## config.mk

```make
export PLATFORM = sky130hd
export DESIGN_NAME = trng_packer_flat
export DESIGN_NICKNAME = d
export VERILOG_FILES = /design/src/rtl/trng_packer_if.sv /design/src/rtl/trng_packer.sv /design/src/flat_wrapper.sv
export SDC_FILE = /design/constraint.sdc
export NUM_CORES = 1
export LEC_CHECK = 0
export ABC_AREA = 0
export CORE_MARGIN = 1.5
export CORE_UTILIZATION = 58
export CTS_BUF_LIST = sky130_fd_sc_hd__clkbuf_16
export CTS_CLUSTER_DIAMETER = 60
export DETAILED_ROUTE_END_ITERATION = 8
export PLACE_DENSITY_LB_ADDON = 0.15
export SETUP_SLACK_MARGIN = 0.15
export SYNTH_ARGS = -nofsm -noshare
export SYNTH_HDL_FRONTEND = slang
export SYNTH_SLANG_ARGS = --single-unit
```

## constraint.sdc

```tcl
create_clock -name CLK -period 3.3 [get_ports CLK]
set_input_delay 0.33 -clock CLK [delete_from_list [all_inputs] [get_ports CLK]]
set_output_delay 0.33 -clock CLK [all_outputs]
set_load 0.005 [all_outputs]
```

## src/rtl/trng_packer_if.sv

```systemverilog
// -----------------------------------------------------------------------------
// trng_packer_if
// Bundles the count-input, byte-output handshake and status signals of the
// TRNG packer.
//   master : the surrounding system. It drives COUNT/COUNT_EN/DOUT_READY and
//            observes DOUT/DOUT_VALID/ALARM/OVERRUN.
//   slave  : the packer itself.
// Signals:
//   COUNT[7:0]  transition count; bit 7 is a sticky ">=128" flag
//   COUNT_EN    single-cycle strobe qualifying COUNT
//   DOUT[7:0]   FIFO head byte, 8'h00 while DOUT_VALID is low
//   DOUT_VALID  FIFO non-empty
//   DOUT_READY  consumer accepts the head byte when DOUT_VALID & DOUT_READY
//   ALARM       sticky health-test failure
//   OVERRUN     sticky, a completed byte was dropped on a full FIFO
// -----------------------------------------------------------------------------
interface trng_packer_if;
    logic [7:0] COUNT;
    logic       COUNT_EN;
    logic [7:0] DOUT;
    logic       DOUT_VALID;
    logic       DOUT_READY;
    logic       ALARM;
    logic       OVERRUN;

    modport master (
        output COUNT, COUNT_EN, DOUT_READY,
        input  DOUT, DOUT_VALID, ALARM, OVERRUN
    );

    modport slave (
        input  COUNT, COUNT_EN, DOUT_READY,
        output DOUT, DOUT_VALID, ALARM, OVERRUN
    );
endinterface : trng_packer_if

```

## src/rtl/trng_packer.sv

```systemverilog
// -----------------------------------------------------------------------------
// trng_packer
// Turns per-period transition counts into a byte stream. One raw bit
// (COUNT[0]) is taken from every non-zero count. A repetition-count test and a
// dead-oscillator (zero-run) test watch the raw stream. Surviving bits are
// packed MSB-first into bytes and queued in a small FIFO.
// Optional feature: define TRNG_VON_NEUMANN_EN to insert von Neumann debiasing
// between the raw stream and the packer.
// Ports:
//   CLK  system clock, rising edge
//   RST  synchronous active-low reset
//   bus  trng_packer_if.slave (COUNT/COUNT_EN in, DOUT/DOUT_VALID out,
//        DOUT_READY in, ALARM/OVERRUN out)
// Parameters: FIFO_DEPTH (power of two, 2..16), RCT_LIMIT (2..255),
//             ZERO_LIMIT (1..255)
// -----------------------------------------------------------------------------
module trng_packer #(
    parameter int FIFO_DEPTH = 4,
    parameter int RCT_LIMIT  = 32,
    parameter int ZERO_LIMIT = 4
) (
    input logic          CLK,
    input logic          RST,
    trng_packer_if.slave bus
);
    localparam int AW = $clog2(FIFO_DEPTH);

    // Extra MSB on the pointers separates full from empty when indices match.
    typedef logic [AW:0] ptr_t;

    logic [6:0] sr_q, sr_d;
    logic [2:0] bit_cnt_q, bit_cnt_d;
    logic [7:0] zero_run_q, zero_run_d;
    logic [7:0] run_q, run_d;
    logic       last_bit_q, last_bit_d;
    logic       seen_bit_q, seen_bit_d;
    logic       alarm_q, alarm_d;
    logic       overrun_q, overrun_d;
    ptr_t       wr_ptr_q, wr_ptr_d;
    ptr_t       rd_ptr_q, rd_ptr_d;
    logic [7:0] mem_q [FIFO_DEPTH];

`ifdef TRNG_VON_NEUMANN_EN
    logic       pend_valid_q, pend_valid_d;
    logic       pend_bit_q, pend_bit_d;
`endif

    logic       is_zero, raw_valid, raw_bit;
    logic       alarm_set, acc_valid, acc_bit, accept;
    logic       push_req, push_ok, pop, empty, full;
    logic [7:0] push_data;

    assign empty = (wr_ptr_q == rd_ptr_q);
    assign full  = (wr_ptr_q[AW] != rd_ptr_q[AW]) &&
                   (wr_ptr_q[AW-1:0] == rd_ptr_q[AW-1:0]);

    // NOTE: every signal gets a default at the top of always_comb, so no path
    // leaves it unassigned and no latch is inferred.
    always_comb begin
        is_zero    = (bus.COUNT == 8'h00);
        raw_valid  = bus.COUNT_EN && !is_zero;
        raw_bit    = bus.COUNT[0];
        zero_run_d = zero_run_q;
        run_d      = run_q;
        last_bit_d = last_bit_q;
        seen_bit_d = seen_bit_q;

        // Health tests always run on the raw stream.
        if (bus.COUNT_EN) begin
            if (is_zero) begin
                if (zero_run_q != 8'hFF) zero_run_d = zero_run_q + 8'd1;
            end else begin
                zero_run_d = 8'h00;
                seen_bit_d = 1'b1;
                last_bit_d = raw_bit;
                if (!seen_bit_q || (raw_bit != last_bit_q)) begin
                    run_d = 8'd1;
                end else if (run_q != 8'hFF) begin
                    run_d = run_q + 8'd1;
                end
            end
        end

        alarm_set = (bus.COUNT_EN && is_zero && (zero_run_d == 8'(ZERO_LIMIT))) ||
                    (raw_valid && (run_d == 8'(RCT_LIMIT)));

`ifdef TRNG_VON_NEUMANN_EN
        pend_valid_d = pend_valid_q;
        pend_bit_d   = pend_bit_q;
        acc_valid    = 1'b0;
        acc_bit      = pend_bit_q;
        if (raw_valid) begin
            if (!pend_valid_q) begin
                pend_valid_d = 1'b1;
                pend_bit_d   = raw_bit;
            end else begin
                // Pair (a,b): emit a only when a != b; the pair is consumed either way.
                pend_valid_d = 1'b0;
                acc_valid    = (pend_bit_q != raw_bit);
            end
        end
`else
        acc_valid = raw_valid;
        acc_bit   = raw_bit;
`endif

        // The alarming bit itself is already frozen out of packing.
        accept    = acc_valid && !alarm_q && !alarm_set;
        sr_d      = sr_q;
        bit_cnt_d = bit_cnt_q;
        if (accept) begin
            sr_d      = {sr_q[5:0], acc_bit};
            bit_cnt_d = bit_cnt_q + 3'd1;
        end

        push_req  = accept && (bit_cnt_q == 3'd7);
        push_data = {sr_q, acc_bit};
        pop       = !empty && bus.DOUT_READY;
        push_ok   = push_req && (!full || pop);

        wr_ptr_d  = push_ok ? wr_ptr_q + ptr_t'(1) : wr_ptr_q;
        rd_ptr_d  = pop     ? rd_ptr_q + ptr_t'(1) : rd_ptr_q;
        overrun_d = overrun_q || (push_req && !push_ok);
        alarm_d   = alarm_q || alarm_set;
    end

    // NOTE: sequential state is updated with non-blocking assignments only, so
    // every register samples the pre-edge values regardless of statement order.
    always_ff @(posedge CLK) begin
        if (!RST) begin
            sr_q         <= '0;
            bit_cnt_q    <= '0;
            zero_run_q   <= '0;
            run_q        <= '0;
            last_bit_q   <= 1'b0;
            seen_bit_q   <= 1'b0;
            alarm_q      <= 1'b0;
            overrun_q    <= 1'b0;
            wr_ptr_q     <= '0;
            rd_ptr_q     <= '0;
`ifdef TRNG_VON_NEUMANN_EN
            pend_valid_q <= 1'b0;
            pend_bit_q   <= 1'b0;
`endif
        end else begin
            sr_q         <= sr_d;
            bit_cnt_q    <= bit_cnt_d;
            zero_run_q   <= zero_run_d;
            run_q        <= run_d;
            last_bit_q   <= last_bit_d;
            seen_bit_q   <= seen_bit_d;
            alarm_q      <= alarm_d;
            overrun_q    <= overrun_d;
            wr_ptr_q     <= wr_ptr_d;
            rd_ptr_q     <= rd_ptr_d;
`ifdef TRNG_VON_NEUMANN_EN
            pend_valid_q <= pend_valid_d;
            pend_bit_q   <= pend_bit_d;
`endif
        end
    end

    // NOTE: FIFO storage is not reset; the pointers define which entries are
    // live, and DOUT is forced to zero while the FIFO is empty.
    always_ff @(posedge CLK) begin
        if (push_ok && RST) mem_q[wr_ptr_q[AW-1:0]] <= push_data;
    end

    assign bus.DOUT       = empty ? 8'h00 : mem_q[rd_ptr_q[AW-1:0]];
    assign bus.DOUT_VALID = !empty;
    assign bus.ALARM      = alarm_q;
    assign bus.OVERRUN    = overrun_q;

endmodule : trng_packer
```

## src/flat_wrapper.sv

```systemverilog
// flat-port wrapper written by rule: the top's interface ports become plain ports
module trng_packer_flat 
#(
    parameter int FIFO_DEPTH = 4,
    parameter int RCT_LIMIT  = 32,
    parameter int ZERO_LIMIT = 4
)
  (CLK, RST, bus_COUNT, bus_COUNT_EN, bus_DOUT_READY, bus_DOUT, bus_DOUT_VALID, bus_ALARM, bus_OVERRUN);
  trng_packer_if bus_i ();
  input logic CLK;
  input logic RST;
  input wire logic [$bits(bus_i.COUNT)-1:0] bus_COUNT;
  input wire logic [$bits(bus_i.COUNT_EN)-1:0] bus_COUNT_EN;
  input wire logic [$bits(bus_i.DOUT_READY)-1:0] bus_DOUT_READY;
  output wire logic [$bits(bus_i.DOUT)-1:0] bus_DOUT;
  output wire logic [$bits(bus_i.DOUT_VALID)-1:0] bus_DOUT_VALID;
  output wire logic [$bits(bus_i.ALARM)-1:0] bus_ALARM;
  output wire logic [$bits(bus_i.OVERRUN)-1:0] bus_OVERRUN;
  assign bus_i.COUNT = bus_COUNT;
  assign bus_i.COUNT_EN = bus_COUNT_EN;
  assign bus_i.DOUT_READY = bus_DOUT_READY;
  assign bus_DOUT = bus_i.DOUT;
  assign bus_DOUT_VALID = bus_i.DOUT_VALID;
  assign bus_ALARM = bus_i.ALARM;
  assign bus_OVERRUN = bus_i.OVERRUN;
  trng_packer #(.FIFO_DEPTH(FIFO_DEPTH), .RCT_LIMIT(RCT_LIMIT), .ZERO_LIMIT(ZERO_LIMIT)) u_core (.CLK(CLK), .RST(RST), .bus(bus_i));
endmodule
```

## After elaboration in Yosys (flattened, before gate mapping)

Memory sizes are Yosys's and may differ from the RTL's. A register that Yosys moved wholly into a read port is not among the register bits.
Index checks and enable logic that the tools add are counted.

- Bitwise logic cells: 1
- Mux-type cells: 12
- Equality and inequality tests: 9
- Reductions and logical operators: 26
- Add/sub/neg operators: 5

Operators with widths:

| operator | number |
|---|---|
| two-way mux 8 bit | 8 |
| adder 8 x 1 -> 8 bit (second input constant) | 2 |
| inequality test 8 bit (second input constant) | 2 |
| logical AND 1 bit | 12 |
| adder 3 x 1 -> 3 bit (second input constant) | 3 |
| == test 8 x 3 -> 1 bit (second input constant) | 1 |
| == test 8 x 6 -> 1 bit (second input constant) | 1 |
| logical NOT 8 bit | 1 |
| logical NOT 1 bit | 7 |
| logical OR 1 bit | 5 |
| two-way mux 2 bit | 2 |
| == test 3 bit | 1 |
| == test 3 bit (second input constant) | 1 |
| == test 2 bit | 1 |
| two-way mux 1 bit | 2 |
| inequality test 1 bit | 2 |
| AND reduction 2 bit | 1 |
| inverter 1 bit | 1 |

- Input port bits: 12
- Memory bits (writable): 32
- Register bits after elaboration: 36
- Output and inout bits: 11
- Word-level logic and storage cells: 64
- Memories: 1

Memories:

| name | depth | width | read ports | clocked after Yosys merged registers in | wr ports | line | RTL |
|---|---|---|---|---|---|---|---|
| u_core.mem_q | 4 | 8 | 1 | 1 | 1 | trng_packer.sv:41 | `logic [7:0] mem_q [FIFO_DEPTH];` |

## Depth between registers and ports, before layout

Gate-level depths: netlist of the first run.

- Word-level depth: 15
- Depth in mapped cells: 9
- Mapped depth without buffers: 8

## Worst setup path after synthesis of the first run

OpenSTA, ideal clock, no wires.

- Kind: input -> register
- Start: in bus_COUNT[5]
- End: mem u_core.mem_q[0][0], enable pin
- Slack: 0.603 ns
- Path buffers: 2
- Data required time: 2.968 ns
- Arrival time: 2.365 ns
- Setup time: 0.332 ns
- Cell stages on the path: 9
- Path through: or4_4 > o21ai_2 > buf_2 > nor4_1 > o221ai_1 > o31a_4 > and3_4 > buf_6 > and3_1

- Cells in the longest elaborated chain, start to end: 13
- Elaborated cells on any way between the ends: 21
- Classes of those cells: eq/ne (2); mux (6); reduce/logical (13)

RTL lines:

| item | line | RTL |
|---|---|---|
| from (decl) | flat_wrapper.sv:12 | `input wire logic [$bits(bus_i.COUNT)-1:0] bus_COUNT;` |
| logical NOT 8 bit * | trng_packer.sv:60 | `is_zero = (bus.COUNT == 8'h00);` |
| two-way mux 8 bit | trng_packer.sv:70 | `if (is_zero) begin` |
| two-way mux 8 bit | trng_packer.sv:69 | `if (bus.COUNT_EN) begin` |
| == test 8 x 3 -> 1 bit or == test 8 x 6 -> 1 bit (tied branches) | trng_packer.sv:84, trng_packer.sv:85 |  |
| logical AND 1 bit (on tied branches) | trng_packer.sv:84, trng_packer.sv:85 |  |
| logical OR 1 bit | trng_packer.sv:84 | `alarm_set = (bus.COUNT_EN && is_zero && (zero_run_d == 8'(ZERO_LIMIT))) \|\|` |
| logical NOT 1 bit | trng_packer.sv:108 | `accept = acc_valid && !alarm_q && !alarm_set;` |
| logical AND 1 bit * | trng_packer.sv:108 |  |
| logical AND 1 bit * | trng_packer.sv:116 | `push_req = accept && (bit_cnt_q == 3'd7);` |
| logical AND 1 bit * | trng_packer.sv:119 | `push_ok = push_req && (!full \|\| pop);` |
| logical AND 1 bit * | trng_packer.sv:166 | `if (push_ok && RST) mem_q[wr_ptr_q[AW-1:0]] <= push_data;` |
| two-way mux 1 bit * | trng_packer.sv:166 |  |
| two-way mux 1 bit (implied by the code) * | trng_packer.sv:166 |  |
| to (decl) | trng_packer.sv:41 |  |

Every way passes the cells marked *; elsewhere a longest branch is shown, timed or not.

## Final worst setup path of the first run

- Start: in bus_COUNT[0]
- End: mem u_core.mem_q[1][3], enable pin

- Cells in the longest elaborated chain, start to end: 15
- Elaborated cells on any way between the ends: 24
- Classes of those cells: eq/ne (3); mux (7); reduce/logical (14)

RTL lines:

| item | line | RTL |
|---|---|---|
| inequality test 1 bit | trng_packer.sv:76 | `if (!seen_bit_q \|\| (raw_bit != last_bit_q)) begin` |
| logical OR 1 bit | trng_packer.sv:76 |  |
| two-way mux 8 bit | trng_packer.sv:76 |  |
| two-way mux 8 bit | trng_packer.sv:70 |  |
| two-way mux 8 bit | trng_packer.sv:69 |  |
| == test 8 x 6 -> 1 bit | trng_packer.sv:85 | `(raw_valid && (run_d == 8'(RCT_LIMIT)));` |
| logical AND 1 bit | trng_packer.sv:85 |  |
| logical OR 1 bit | trng_packer.sv:84 |  |
| logical NOT 1 bit | trng_packer.sv:108 |  |
| logical AND 1 bit * | trng_packer.sv:108 |  |
| logical AND 1 bit * | trng_packer.sv:116 |  |
| logical AND 1 bit * | trng_packer.sv:119 |  |
| logical AND 1 bit * | trng_packer.sv:166 |  |
| two-way mux 1 bit * | trng_packer.sv:166 |  |
| two-way mux 1 bit (implied by the code) * | trng_packer.sv:166 |  |

Marks and branches as above.

==> results of run 1 <==
-- metal layers --
layer,track usage,vias up
li1,-,1087
met5,0,-
met4,0.0855,0
met1,0.290,1060
met2,0.353,64
met3,0.0541,8
-- cells by family after synthesis --
logic type / share of synthesized area
buf+inv: 0.0293
mux: 0.102
xor+xnor: 0.0459
simple gates: 0.179
compound gates: 0.0780
flops: 0.531
fa+ha+maj: 0.0347
-- registers in the layout, summed over array words and instances (netlist names), 3 cells and up, named ones only --
| name | flops |
|---|---|
| u_core.sr_q | 7 |
| u_core.zero_run_q | 8 |
| u_core.wr_ptr_q | 3 |
| u_core.rd_ptr_q | 3 |
| u_core.mem_q | 32 |
| u_core.bit_cnt_q | 3 |
| u_core.run_q | 8 |
-- worst max-delay path, stage by stage --
cell and delay (ps):
clkdlybuf4s50_1 420, or4_4 570, o21ai_2 220, buf_4 190
nor4_1 70, a211oi_1 300, o31a_4 180, and3_4 210
and3_1 430
-- stage by stage --
| step | setup slack (ps) | std cells |
|---|---|---|
| final | 347 | 388 |
| after global routing | 224 | 388 |
| after CTS | 362 | 388 |
| after detailed placement | 26.9 | 372 |
| after global placement | 89.1 | 372 |
| after floorplan | 603 | 283 |
-- what timing repair did --
action | in CTS | in global routing
gates resized for setup | 0 | 2
endpoints found under the setup margin | 0 | 24
endpoints found under the hold margin | 0 | 0
-- layout make-up --
cell class | count | share of cell area
Tap cell | 72 | 0.0233
Timing Repair Buffer | 30 | 0.0726
Inverter | 6 | 0.00584
Clock buffer | 10 | 0.0649
Multi-Input combinational cell | 194 | 0.370
Sequential cell | 70 | 0.446
Clock inverter | 6 | 0.0172
-- placed cells by master, fill, tap and decap left out, drive strengths merged, types with 8 or more instances in the layout --
cell type / count
clkdlybuf4s50: 22
ha: 9
edfxtp: 32
clkbuf: 10
and2: 13
inv: 9
nand2: 21
mux4: 8
xnor2: 12
nor2b: 11
buf: 8
dfxtp: 38
mux2i: 15
nor2: 24
nand3: 11
-- power groups by stage --
stage          sequential (uW)  combinational [uW]  clock (uW)
2_1_floorplan              936                55.7           0
3_3_place_gp               938                83.2           0
3_5_place_dp               938                84.5           0
4_1_cts                    920                85.1        1010
5_1_grt                    921                95.6        1040
6_report                   920                85.2         993
-- how the worst max path moves through the flow --
| stage | from | endpoint | slack, ps | cells past startpoint |
|---|---|---|---|---|
| 2_1_floorplan | bus_COUNT[5] | u_core.mem_q[0][0]$_DFFE_PP_ | 600 | 9 |
| 3_5_place_dp | bus_COUNT[0] | u_core.mem_q[3][3]$_DFFE_PP_ | 30 | 9 |
| 4_1_cts | bus_COUNT[0] | u_core.mem_q[3][7]$_DFFE_PP_ | 360 | 9 |
| 5_1_grt | bus_COUNT[5] | u_core.mem_q[0][7]$_DFFE_PP_ | 220 | 9 |
| 6_report | bus_COUNT[0] | u_core.mem_q[1][3]$_DFFE_PP_ | 350 | 9 |
| 3_3_place_gp | bus_COUNT[0] | u_core.mem_q[3][5]$_DFFE_PP_ | 90 | 9 |
==> run summary, run 1 <==
Worst Hold Launch = u_core.last_bit_q$_SDFFE_PN0P_
postcts setup bufs = 0
most common cell in the synthesized netlist = dfxtp_1
pwr dens = 518 nW/um^2
commonest cells in the netlist = dfxtp_1 (38), edfxtp_1 (32), nor2_1 (24)
Chip Height = 77.7 um
Buffers on Ports = 22
ys async rst share = 0
GRT overflow = 0
Slew HR = 0.588
run status = completed
worst hold slack = 477 ps
die footprint = 6040 um^2
Worst Path Class, Setup = in2reg
Worst Skew = 4.05 ps
top cells by area, synth = edfxtp_1 (30%), dfxtp_1 (23%), mux4_2 (5.6%)
Synth Cell Area = 3240 um^2
Netlist cell types = 43
Core Box Area = 5440 um^2
fin crit share = 0.895
clk_lat worst skew = 330 ps
Bufs on Longest Clock Path = 2
unrepaired setup endpoints after global routing = no
crit path DAT = 2930 ps
post-DP HPWL = 4.26 mm
# DRC = 0
Hold Path End = u_core.last_bit_q$_SDFFE_PN0P_
Post-Syn Area per Cell = 11.5 um^2
EDFF count, synth = 32
post-route cell area = 3860 um^2
clk root buf = clkbuf_16
Area Growth Syn to Fin = 19.1%
post-synth top area cell = edfxtp_1
crit path max fanout = 8
final worst path period need = 2950 ps
syn_nets = 304
Ports = 23
Vias = 2219
Int Power = 1590 uW
CP Capture Type = register
TritonCTS clock tree = built
Final Total Pwr = 2000 uW
initial DRC count = 157
htree depth = 3
Vias/cell = 5.72
Worst Path Required = 3280 ps
clock transition at the registers of the reported paths = 60 ps
Peak Freq = 339 MHz
Worst Max-Slew Pin Slew = 617 ps
Reg2Reg Launch Point = u_core.run_q[0]$_SDFF_PN0_
largest net degree at the start of global routing = 21
P_leak = 0.00138 uW
Peak VDD IR = 0.318 mV
met3 WL post-DR = 240 um
initial antenna violation count = 0
first-pass GRT wire length = 10.2 mm
top-area cell type share of the netlist area = 0.297
R2R cell count = 8
register area = 1720 um^2
cts-stage hold buffer count = 0
fill count = 370
WL met1 = 2.86 mm
die width = 77.7 um
GRT Total Usage = 0.221
DRT antenna net count = 0
Final setup viols = 0
CTS Buf Count = 9
wire per inst = 16.0 um
WHS Path Cells = 2
final RePlAce weighted congestion = 0.939
number of inserted diodes = 0
Tightest Hold Check Type = reg2reg
FF-to-FF setup slack = 430 ps
Nets = 332
drt pass-1 iters = 4
final hold violations = 0
Slew Viols, Final = 0
Synthesis Warnings = 0
switching part of the total = 0.206
switching power = 412 uW
highest metal used = met4
clock share of power = 0.497
Initial Util = 0.596
Cells after Synth = 283
Max Cap Viol = 0
setup tns final = 0 ps
reg2reg end = u_core.mem_q[1][3]$_DFFE_PP_
Routed Wire Length = 6.23 mm
Multi-input gate area = 1430 um^2
met2 WL post-DR = 3.05 mm
Seq/Total Area, Yosys = 0.531
vias in the first global route = 2129
Comb power frac = 0.043
Cell Rows = 27
sequential share of power = 0.460
layout cell share with drive strength beyond 1 = 0.127
placement-stage cell area = 3540 um^2
post-layout util = 0.709
Worst Setup Start Kind = input port
Yosys reg bits = 70
Post-synth top flop = dfxtp_1
# clock sinks = 70
(Power assumes the default switching activity.)
==> inputs of run 2 (changes only) <==
Settings changed: CORE_UTILIZATION 58 to 55, GPL_TIMING_DRIVEN set to 0.
==> run summary, run 2 (same netlist as run 1, synthesis figures left out) <==
Max Cap Viol = 0 (unchanged)
clk_lat worst skew = 330 ps (about the same)
TritonCTS clock tree = built
Chip Height = 79.8 um (+2.6%)
Worst path top cell family by delay = simple AND/OR/NAND/NOR gates
vias in the first global route = 2060 (-3.2%)
max reg flops = 32 (unchanged)
Core Box Area = 5610 um^2 (+3.1%)
Hold Path End = u_core.mem_q[3][0]$_DFFE_PP_
register area = 1720 um^2 (unchanged)
# clock sinks = 70 (unchanged)
first-pass GRT wire length = 10.1 mm (-0.27%)
GRT overflow = 0 (unchanged)
Final setup viols = 0 (unchanged)
Nets = 336 (+1.2%)
final RePlAce weighted congestion = 0.859 (-8.5%)
die footprint = 6360 um^2 (+5.3%)
CP cell instances = ha_1 -> nand3_1 -> nor2_1 -> nor4b_1 -> xnor2_1 -> o31a_4 -> and3_4 -> buf_6 -> and3_4
Peak Freq = 342 MHz (+0.88%)
most frequent cells in the layout = dfxtp_1 (38), edfxtp_1 (32), nor2_1 (24)
most frequent cell on the critical path = and3_4
initial antenna violation count = 0 (unchanged)
Peak VDD IR = 0.308 mV (-3.1%)
die width = 79.8 um (+2.6%)
crit path DAT = 2960 ps (+30 ps)
slowest cell delay on critical path = 470 ps (-100 ps)
clk root buf = clkbuf_16
wire per inst = 15.5 um (-3.3%)
post-DP HPWL = 4.03 mm (-5.4%)
setup ws final = 373 ps (+25.7 ps)
postcts setup bufs = 0 (unchanged)
Worst Path Class, Setup = reg2reg
post-route cell area = 3860 um^2 (+0.13%)
most common cell after layout, fill and taps aside = dfxtp_1
worst hold slack = 436 ps (-40.1 ps)
fill count = 434 (+17%)
crit path max fanout = 8 (unchanged)
Buffers on Ports = 21 (-4.5%)
Vias = 2221 (+0.090%)
GRT Total Usage = 0.215 (-0.00551)
final hold violations = 0 (unchanged)
Buf/Inv on CP = 1 (-1)
FF-to-FF setup slack = 370 ps (-60 ps)
largest net degree at the start of global routing = 14 (-33%)
Reg2Reg Launch Point = u_core.run_q[0]$_SDFF_PN0_
pwr dens = 507 nW/um^2 (-2.1%)
clock transition at the registers of the reported paths = 50 ps (about the same)
run status = completed
Ports = 23 (unchanged)
post-place setup slack = -375 ps (-402 ps)
placement-stage cell area = 3540 um^2 (about the same)
Vias/cell = 5.67 (-0.93%)
DRT antenna net count = 0 (unchanged)
Tightest Hold Check Type = in2reg
reg2reg end = u_core.mem_q[0][0]$_DFFE_PP_
# DRC = 0 (unchanged)
WHS Path Cells = 1 (-1)
final worst path period need = 2930 ps (-25.7 ps)
initial DRC count = 103 (-34%)
Worst Skew = 8.01 ps (+3.96 ps)
drt pass-1 iters = 4 (unchanged)
Worst Setup Start Kind = register
Cell Rows = 27 (unchanged)
layout cell share with drive strength beyond 1 = 0.116 (-0.0110)
Worst Path Required = 3330 ps (+50 ps)
Slew HR = 0.545 (-0.0425)
htree depth = 3 (unchanged)
Worst Max-Slew Pin Slew = 682 ps (+65.7 ps)
unrepaired setup endpoints after global routing = no
Worst path slowest cell = dfxtp_1
fin crit share = 0.887 (-0.00780)
Worst Hold Launch = bus_COUNT[0]
Area Growth Syn to Fin = 19.2%
Multi-input gate area = 1440 um^2 (+1.1%)
Initial Util = 0.578 (-0.0179)
CP Capture Type = register
Bufs on Longest Clock Path = 2 (unchanged)
Routed Wire Length = 6.08 mm (-2.3%)
P_leak = 0.00137 uW (-1.0%)
Slew Viols, Final = 0 (unchanged)
CTS Buf Count = 9 (unchanged)
R2R cell count = 9 (+1)
number of inserted diodes = 0 (unchanged)
run 2: layer usage:
| metal | global-route usage | routed length, um | vias up |
|---|---|---|---|
| met5 | 0 | 0 | - |
| met4 | 0.0983 | 99 | 0 |
| met3 | 0.0571 | 263 | 9 |
| met2 | 0.320 | 2750 | 60 |
| met1 | 0.295 | 2960 | 1051 |
| li1 | - | - | 1101 |
run 2: power by group:
group          internal (uW)  leakage [uW]  switching (uW)
logic                   40.7      0.000636            44.3
registers                910      0.000588            9.40
clock network            586      0.000143             369
total                   1540       0.00137             423
run 2: what timing repair did:
item | 4_1_cts | 5_1_grt
pin swaps | 0 | 0
hold buffers | 0 | 0
resized for setup | 8 | 2
endpoints found under the setup margin | 32 | 32
run 2: worst max path at each step:
stage,cells past startpoint,endpoint,start
global route,9,u_core.mem_q[0][0]$_DFFE_PP_,u_core.run_q[0]$_SDFF_PN0_
CTS,10,u_core.mem_q[0][0]$_DFFE_PP_,bus_COUNT[0]
floorplan,9,u_core.mem_q[0][0]$_DFFE_PP_,bus_COUNT[5]
finish,9,u_core.mem_q[0][0]$_DFFE_PP_,u_core.run_q[0]$_SDFF_PN0_
global placement,10,u_core.mem_q[3][7]$_DFFE_PP_,bus_COUNT[0]
detailed placement,10,u_core.mem_q[0][7]$_DFFE_PP_,bus_COUNT[0]
run 2: metrics by stage:
step | cells | utilization | setup TNS [ps] | power (uW)
after floorplan | 283 | - | 0 | 991
after global placement | 376 | 0.631 | -12620 | 1020
after detailed placement | 376 | 0.631 | -11430 | 1020
after CTS | 392 | 0.688 | 0 | 1970
after global routing | 392 | 0.689 | 0 | 2020
final | 392 | 0.689 | 0 | 1960
run 2: area by class of cell:
type                       count  share of cell area
clock inverter                 7              0.0188
inverter                       6             0.00583
sequential                    70               0.446
multi-input combinational    194               0.374
timing repair buffer          21              0.0551
clock buffer                   9              0.0583
buffer                        13              0.0194
tap                           72              0.0233
==> inputs of run 3 (changes only) <==
Settings changed: CORE_MARGIN 1.5 to not set, MAX_ROUTING_LAYER set to met4, PLACE_DENSITY_LB_ADDON 0.15 to 0.25.
==> run summary, run 3 (same netlist as run 1, synthesis figures left out) <==
pwr dens = 506 nW/um^2 (-0.12%)
CTS Buf Count = 9 (unchanged)
post-DP HPWL = 4.02 mm (-0.30%)
Worst Max-Slew Pin Slew = 681 ps (-1.81 ps)
Vias = 2207 (-0.63%)
GRT Total Usage = 0.229 (+0.0136)
Tightest Hold Check Type = in2reg
Max Cap Viol = 0 (unchanged)
fin crit share = 0.895 (+0.00854)
met3 WL post-DR = 248 um (-5.7%)
unrepaired setup endpoints after global routing = no
Ports = 23 (unchanged)
DRT antenna net count = 0 (unchanged)
Worst Setup Start Kind = input port
Bufs on Longest Clock Path = 2 (unchanged)
GRT overflow = 0 (unchanged)
layout cell share with drive strength beyond 1 = 0.119 (+0.00312)
Slew Viols, Final = 0 (unchanged)
vias in the first global route = 2152 (+4.5%)
number of inserted diodes = 0 (unchanged)
Nets = 336 (unchanged)
Peak Freq = 338 MHz (-0.95%)
crit path DAT = 2980 ps (+20 ps)
clk root buf = clkbuf_16
postcts setup bufs = 0 (unchanged)
P_leak = 0.00136 uW (-0.76%)
crit path max fanout = 10 (+2)
setup tns final = 0 ps (unchanged)
Initial Util = 0.578 (unchanged)
Core Box Area = 5610 um^2 (unchanged)
CP Capture Type = register
most common cell after layout, fill and taps aside = dfxtp_1
initial DRC count = 164 (+59%)
wire per inst = 15.6 um (+0.87%)
htree depth = 3 (unchanged)
Worst Path Class, Setup = in2reg
die width = 78.8 um (-1.3%)
Worst Skew = 9.53 ps (+1.53 ps)
Peak VDD IR = 0.334 mV (+8.3%)
final worst path period need = 2960 ps (+28.2 ps)
Slew HR = 0.546 (+0.00121)
TritonCTS clock tree = built
highest metal used = met4
Vias/cell = 5.63 (-0.63%)
met2 WL post-DR = 2.93 mm (+6.3%)
WL met1 = 2.85 mm (-3.8%)
die footprint = 6200 um^2 (-2.5%)
max reg flops = 32 (unchanged)
first-pass GRT wire length = 10.2 mm (+0.82%)
worst hold slack = 484 ps (+47.1 ps)
run status = completed
final RePlAce weighted congestion = 0.878 (+2.2%)
cts-stage hold buffer count = 0 (unchanged)
# DRC = 0 (unchanged)
Chip Height = 78.8 um (-1.3%)
Worst Path Required = 3330 ps (about the same)
Cell Rows = 27 (unchanged)
Routed Wire Length = 6.13 mm (+0.87%)
clk_lat worst skew = 330 ps (about the same)
drt pass-1 iters = 4 (unchanged)
clock transition at the registers of the reported paths = 60 ps (about the same)
final hold violations = 0 (unchanged)
initial antenna violation count = 0 (unchanged)
Buffers on Ports = 21 (unchanged)
largest net degree at the start of global routing = 14 (unchanged)
most frequent cells in the layout = dfxtp_1 (38), edfxtp_1 (32), nor2_1 (24)
Area Growth Syn to Fin = 19.0%
Final setup viols = 0 (unchanged)
# clock sinks = 70 (unchanged)
post-CTS sizing = 9 (+1)
run 3: power by group:
| group | switching [uW] | internal, uW | leakage [uW] |
|---|---|---|---|
| sequential | 9.33 | 910 | 0.000588 |
| clock | 364 | 585 | 0.000142 |
| combinational | 44.4 | 40.1 | 0.000627 |
| total | 418 | 1540 | 0.00136 |
run 3: path summary, 6_finish.rpt:
check	from	endpoint	slack, ps	cells past startpoint
setup / recovery	bus_COUNT[5]	u_core.mem_q[0][0]$_DFFE_PP_	340	10
hold / removal	RST	u_core.wr_ptr_q[2]$_SDFFE_PN0P_	480	3
setup reg to reg	u_core.run_q[0]$_SDFF_PN0_	u_core.mem_q[0][0]$_DFFE_PP_	380	9
hold reg to reg	u_core.wr_ptr_q[2]$_SDFFE_PN0P_	u_core.wr_ptr_q[2]$_SDFFE_PN0P_	490	2
run 3: metal layers:
metal  global-route usage  up-vias
met5                    -        -
met4                0.104        0
met3               0.0609       13
met2                0.359       53
met1                0.278     1032
li1                     -     1109
run 3: through the flow:
| stage | cell area (um^2) | setup slack (ps) | utilization | power [uW] | std cells |
|---|---|---|---|---|---|
| floorplan | 3240 | 603 | - | 991 | 283 |
| global placement | 3540 | -408 | 0.631 | 1020 | 376 |
| detailed placement | 3540 | -397 | 0.631 | 1020 | 376 |
| CTS | 3860 | 347 | 0.688 | 1970 | 392 |
| global route | 3860 | 209 | 0.688 | 2020 | 392 |
| finish | 3860 | 345 | 0.688 | 1950 | 392 |
run 3: area by class of cell:
cell class	instances	area [um^2]
Buffer	13	72.6
Clock buffer	9	225
Timing Repair Buffer	21	209
Inverter	6	22.5
Clock inverter	7	72.6
Tap cell	72	90.1
Fill cell	432	1750
Sequential cell	70	1720
Multi-Input combinational cell	194	1440
run 3: critical path, cell delays in order:
cell and delay (ps):
clkdlybuf4s50_1 390, or4_4 560, o21ai_2 230, buf_2 260
nor4_1 100, a211oi_1 300, o31a_4 220, and3_4 190
buf_6 110, and3_4 270
